### config.mk
export PLATFORM = sky130hd
export DESIGN_NAME = spi_shift_engine
export DESIGN_NICKNAME = d
export VERILOG_FILES = /design/src/rtl/spi_pkg.sv /design/src/rtl/spi_bit_counter.sv /design/src/rtl/spi_shift_engine.sv
export SDC_FILE = /design/constraint.sdc
export NUM_CORES = 1
export LEC_CHECK = 0
export CORE_ASPECT_RATIO = 0.9
export CORE_MARGIN = 2
export CORE_UTILIZATION = 45
export DETAILED_ROUTE_END_ITERATION = 16
export HOLD_SLACK_MARGIN = 0.12
export PLACE_DENSITY = 0.67
export SLEW_MARGIN = 20
export SYNTH_ARGS = -nofsm -noshare
export SYNTH_HDL_FRONTEND = slang
export SYNTH_SLANG_ARGS = --single-unit
### constraint.sdc
create_clock -name clk -period 5.5 [get_ports clk]
set_input_delay 1.375 -clock clk [delete_from_list [all_inputs] [get_ports clk]]
set_output_delay 1.375 -clock clk [all_outputs]
set_load 0.01 [all_outputs]
### src/rtl/spi_pkg.sv
// rtl/spi_pkg.sv - shared constants and FSM state type for the SPI shift engine
package spi_pkg;

    localparam int  MAX_WORD_LEN_DEFAULT = 16;
    localparam logic BIT_ORDER_MSB = 1'b0;
    localparam logic BIT_ORDER_LSB = 1'b1;

    typedef enum logic [1:0] {
        IDLE  = 2'd0,
        SHIFT = 2'd1,
        DONE  = 2'd2
    } spi_state_e;

endpackage

### src/rtl/spi_bit_counter.sv
// rtl/spi_bit_counter.sv - per-transfer bit counter with terminal matches against latched length
module spi_bit_counter #(
    parameter int LenW = 5
) (
    input  logic            clk,
    input  logic            rst,
    input  logic            clr,
    input  logic            inc,
    input  logic [LenW-1:0] len,
    output logic            at_term,
    output logic            at_last
);

    localparam logic [LenW-1:0] CNT_ONE = LenW'(1);

    logic [LenW-1:0] cnt;

    always_ff @(posedge clk) begin
        if (rst || clr) begin
            cnt <= '0;
        end else if (inc) begin
            cnt <= cnt + CNT_ONE;
        end
    end

    // at_last lets the FSM leave SHIFT on the same edge the final sample lands
    assign at_term = (cnt == len);
    assign at_last = ((cnt + CNT_ONE) == len);

endmodule

### src/rtl/spi_shift_engine.sv
// rtl/spi_shift_engine.sv - full-duplex SPI shift datapath; optional SPI_SHIFT_LOOPBACK_EN adds LoopBack
module spi_shift_engine
    import spi_pkg::*;
#(
    parameter int MaxWordLen = MAX_WORD_LEN_DEFAULT,
    parameter int LenW       = $clog2(MaxWordLen + 1)
) (
    input  logic                  clk,
    input  logic                  rst,
`ifdef SPI_SHIFT_LOOPBACK_EN
    input  logic                  LoopBack,
`endif
    input  logic                  Start,
    input  logic [MaxWordLen-1:0] DataIN,
    input  logic [LenW-1:0]       WordLenSel,
    input  logic                  BitOrder,
    input  logic                  ShiftEdgeFlg,
    input  logic                  SampleEdgeFlg,
    input  logic                  MISO,
    output logic                  MOSI,
    output logic                  Busy,
    output logic                  Done,
    output logic [MaxWordLen-1:0] RXData,
    output logic                  RXValid,
    input  logic                  RXAck,
    output logic                  Overrun
);

    localparam logic [LenW-1:0]       LEN_MAX = LenW'(MaxWordLen);
    localparam logic [LenW-1:0]       LEN_ONE = LenW'(1);
    localparam logic [MaxWordLen-1:0] ONE_W   = MaxWordLen'(1);

    spi_state_e            state;
    logic [MaxWordLen-1:0] tx_q;
    logic [MaxWordLen-1:0] rx_q;
    logic [LenW-1:0]       len_q;
    logic                  order_q;
    logic [LenW-1:0]       len_sel;
    logic                  mosi_int;
    logic                  rx_in;
    logic                  sample_en;
    logic                  shift_en;
    logic                  at_term;
    logic                  at_last;
    logic                  lb_active;

    assign len_sel = ((WordLenSel == '0) || (WordLenSel > LEN_MAX)) ? LEN_MAX : WordLenSel;

    // MSB-first words are left-aligned at load so the live bit is always tx_q[MSB]
    assign mosi_int  = (order_q == BIT_ORDER_MSB) ? tx_q[MaxWordLen-1] : tx_q[0];
    assign sample_en = (state == SHIFT) && SampleEdgeFlg && !at_term;
    assign shift_en  = (state == SHIFT) && ShiftEdgeFlg && !at_term;

`ifdef SPI_SHIFT_LOOPBACK_EN
    logic lb_q;
    assign lb_active = lb_q;
    assign rx_in     = lb_q ? mosi_int : MISO;
`else
    assign lb_active = 1'b0;
    assign rx_in     = MISO;
`endif

    assign MOSI = (state == SHIFT) && !lb_active && mosi_int;

    spi_bit_counter #(
        .LenW(LenW)
    ) u_bit_cnt (
        .clk     (clk),
        .rst     (rst),
        .clr     ((state == IDLE) && Start),
        .inc     (sample_en),
        .len     (len_q),
        .at_term (at_term),
        .at_last (at_last)
    );

    always_ff @(posedge clk) begin
        if (rst) begin
            state   <= IDLE;
            tx_q    <= '0;
            rx_q    <= '0;
            len_q   <= LEN_MAX;
            order_q <= BIT_ORDER_MSB;
            Busy    <= 1'b0;
            Done    <= 1'b0;
            RXData  <= '0;
            RXValid <= 1'b0;
            Overrun <= 1'b0;
`ifdef SPI_SHIFT_LOOPBACK_EN
            lb_q    <= 1'b0;
`endif
        end else begin
            Done <= 1'b0;
            if (RXAck) begin
                RXValid <= 1'b0;
                Overrun <= 1'b0;
            end
            case (state)
                IDLE: begin
                    if (Start) begin
                        tx_q    <= (BitOrder == BIT_ORDER_MSB) ? (DataIN << (LEN_MAX - len_sel)) : DataIN;
                        rx_q    <= '0;
                        len_q   <= len_sel;
                        order_q <= BitOrder;
                        Busy    <= 1'b1;
                        state   <= SHIFT;
`ifdef SPI_SHIFT_LOOPBACK_EN
                        lb_q    <= LoopBack;
`endif
                    end
                end
                SHIFT: begin
                    if (sample_en) begin
                        if (order_q == BIT_ORDER_MSB) begin
                            rx_q <= {rx_q[MaxWordLen-2:0], rx_in};
                        end else begin
                            rx_q <= (rx_q >> 1) | ({MaxWordLen{rx_in}} & (ONE_W << (len_q - LEN_ONE)));
                        end
                    end
                    if (shift_en) begin
                        tx_q <= (order_q == BIT_ORDER_MSB) ? (tx_q << 1) : (tx_q >> 1);
                    end
                    if (sample_en && at_last) begin
                        state <= DONE;
                        Done  <= 1'b1;
                    end
                end
                DONE: begin
                    // a coincident ack consumes the old word, so the new one never overruns
                    RXData  <= rx_q;
                    RXValid <= 1'b1;
                    Overrun <= RXAck ? 1'b0 : (Overrun || RXValid);
                    Busy    <= 1'b0;
                    state   <= IDLE;
                end
                default: begin
                    state <= IDLE;
                    Busy  <= 1'b0;
                end
            endcase
        end
    end

endmodule

==> impl_metrics.yaml <==
setup_path:
  cp_slowest_stage_delay_ns: 0.58
  critPathBufInv: 1
  cp_slowest_cell: "mux4_2"
  required_ns: 5.71
  cp_common_cell: "ha_1"
  path_cells: "clkdlybuf4s50_1 -> or4_4 -> ha_1 -> nand2b_1 -> ha_1 -> xnor2_4 -> mux4_2 -> mux2i_1 -> o221a_1 -> nor3_2"
  worst-setup-path-type: "primary input to flop"
  crit_family: "simple AND/OR/NAND/NOR gates"
  crit_fanout: 15
  arrival_ns: 4.83
  end_kind: "flop"
  startpoint_type: "primary input"
routing:
  dr.pass1.iters: 5
  routed_via_density: 5.88
  drt.antenna.violating_nets: 0
  drc: 0
  wire_per_inst_um: 16.7
  drt-total-wl_mm: 10.9
  drt_iter0_markers: 227
  route.vias.total: 3823
timing:
  finalSetupTns_ns: 0
  fin_crit_sh_pct: 84.0
  setup_slack_ns: 0.878
  clock.fmax_mhz: 216
  finalWorstPathRequiredPeriod_ns: 4.62
  setup_viol: 0
  slew_viol_final: 0
  rsz0062_at_grt: "no"
  tightest_slew_ns: 1.17
  fin_worst_skew_ns: 0.0117
  relSlewSlack_pct: 22.1
  hold_viol_final: 0
floorplanning:
  start_util_pct: 46.0
  core.rowCount: 33
  die_x_um: 106
  die_h_um: 95.4
  core_um2: 9080
  fp.dieArea_um2: 10100
  io_pins: 50
placement:
  gp_congestion: 0.879
  dp_slack_ns: 0.563
  placed_area_um2: 4660
  dpl.hpwl_mm: 7.69
  portBuffers: 49
logic_synthesis:
  syn-num-nets: 531
  synth_edf_count: 0
  synthFlopType: "dfxtp_1"
  yosysTopAreaCell: "dfxtp_1"
  synth_top_area_share_pct: 31.2
  yosysMostFrequentCell: "nand2_1"
  ys_types: 68
  synth-seq-cells: 65
  yosys_warnings: 0
  synth_area_leaders: "dfxtp_1 (31%), a21oi_1 (7.6%), nand2_1 (6.6%), mux2i_1 (6.0%), mux4_2 (4.9%)"
  synth.cell_area_um2: 4170
  synthCells: 499
  async_flop_share_pct: 0
  ys_seq_area_share_pct: 31.2
  synth_common_cells: "nand2_1 (73), dfxtp_1 (65), a21oi_1 (63)"
  avgSynthCellArea_um2: 8.36
pwr:
  cellPowerDensity_nw_per_um2: 257
  p_leak_nw: 1.64
  p_total_mw: 1.26
  peakVddDrop_uv: 162
global_route:
  grt_pass1_vias: 3615
  gr-total-overflow: 0
  grt_max_degree: 55
  grt_pass1_wl_mm: 18.0
  grt_antenna_before_repair: 0
  grtUsageTotal_pct: 22.1
layout:
  fin_area_um2: 4890
  finish.utilization_pct: 53.9
  syn_to_final_growth_pct: 17.3
  fin_nets: 555
  diodes: 0
  layout-drive-gt1-share_pct: 12.3
cts:
  insertion_delay_ns: 0.34
  clockRootBuffer: "clkbuf_8"
  cts_setup_buffers: 0
  clk_pin_slew_worst_paths_ns: 0.07
  clockBufferDepth: 2
  cts.sinks: 65
  cts_resized: 0
  cts_made_buffers: 9
  cts_tree: "yes"
  hold_buffers: 0
  h-tree-depth: 3
status:
  status: "finished clean"
flow_run:
  max_cap_viol_count: 0
worst_hold_path:
  hold_path.class: "flop to flop"
## state kept, by name (all words and copies together), names as in the netlist
register	flops
order_q	1
u_bit_cnt.cnt	5
RXData	16
RXValid	1
Done	1
state	2
Overrun	1
len_q	5
Busy	1
rx_q	16
tx_q	16
## area by class of cell
type | count | area (um^2)
well taps | 122 | 153
repair buffers | 56 | 538
multi-input cells | 385 | 2650
clock inverters | 6 | 91.3
clock buffers | 10 | 138
flip-flops and latches | 65 | 1300
fillers | 871 | 4190
inverters | 6 | 22.5
## routing by layer
layer	vias to the layer above	routed length, um	GRT usage, %	share of wire, %
met3	9	420	3.90	3.9
met5	-	0	0	0
met1	1837	5090	29.4	47
met4	0	85	6.25	0.78
li1	1878	-	-	-
met2	99	5300	37.3	49
## path summary, 6_finish.rpt
kind	from	to	slack [ns]	cells past startpoint
max	WordLenSel[0]	tx_q[15]	0.88	10
max reg2reg	state[1]	tx_q[10]	2.79	5
min	RXData[7]	RXData[7]	0.45	2
min reg2reg	RXData[7]	RXData[7]	0.45	2
## where the power goes
| part | total (mW) | internal [mW] | switching, mW |
|---|---|---|---|
| Clock | 0.463 | 0.268 | 0.195 |
| Sequential | 0.515 | 0.489 | 0.0262 |
| Combinational | 0.281 | 0.124 | 0.157 |
## cell families (layout without fill, tap and decap cells)
kind of cell	after synthesis	count (layout)	share of synthesized area, %
muxes	39	39	12.6
buffers and inverters	49	78	5.55
adders and majority gates	3	3	0.899
AOI/OAI and AO/OA	142	142	23.4
xor gates and xnor gates	13	13	3.18
and+or+nand+nor	188	188	23.2
DFF	65	65	31.2
## cell usage in the layout, fill, tap and decap left out, types with 4 or more instances in the layout
| cell | synthesis | final |
|---|---|---|
| nand2_1 | 73 | 73 |
| o41ai_2 | 4 | 4 |
| nand3b_1 | 9 | 9 |
| xor2_1 | 9 | 9 |
| clkbuf_8 | 0 | 10 |
| mux2i_1 | 25 | 25 |
| a211oi_1 | 7 | 7 |
| nor2b_1 | 12 | 10 |
| nand3_1 | 12 | 12 |
| a21oi_1 | 63 | 62 |
| o21ai_0 | 16 | 16 |
| a41oi_1 | 4 | 4 |
| nor3_1 | 17 | 17 |
| nor2_1 | 28 | 28 |
| o2111ai_1 | 11 | 11 |
| mux4_2 | 9 | 9 |
| o211ai_1 | 5 | 5 |
| nand2b_1 | 12 | 12 |
| inv_1 | 5 | 5 |
| buf_4 | 1 | 7 |
| o21ai_1 | 4 | 4 |
| a221oi_2 | 4 | 4 |
| clkdlybuf4s50_1 | 0 | 48 |
| dfxtp_1 | 65 | 64 |
## worst reg2reg max path: cells and delay by family, from the launching register on
| kind | cells | cell delay [ns] |
|---|---|---|
| AO/OA/AOI/OAI | 3 | 1.43 |
| flip-flops | 1 | 0.41 |
| AND/OR/NAND/NOR | 2 | 0.79 |
## metrics by stage
| stage | std cells | hold WS [ns] |
|---|---|---|
| 2_1_floorplan | 499 | 0.445 |
| 3_3_place_gp | 634 | 0.444 |
| 3_5_place_dp | 634 | 0.448 |
| 4_1_cts | 650 | 0.458 |
| 5_1_grt | 650 | 0.473 |
| 6_report | 650 | 0.454 |
Note: power is estimated with default switching activity, not from simulation.
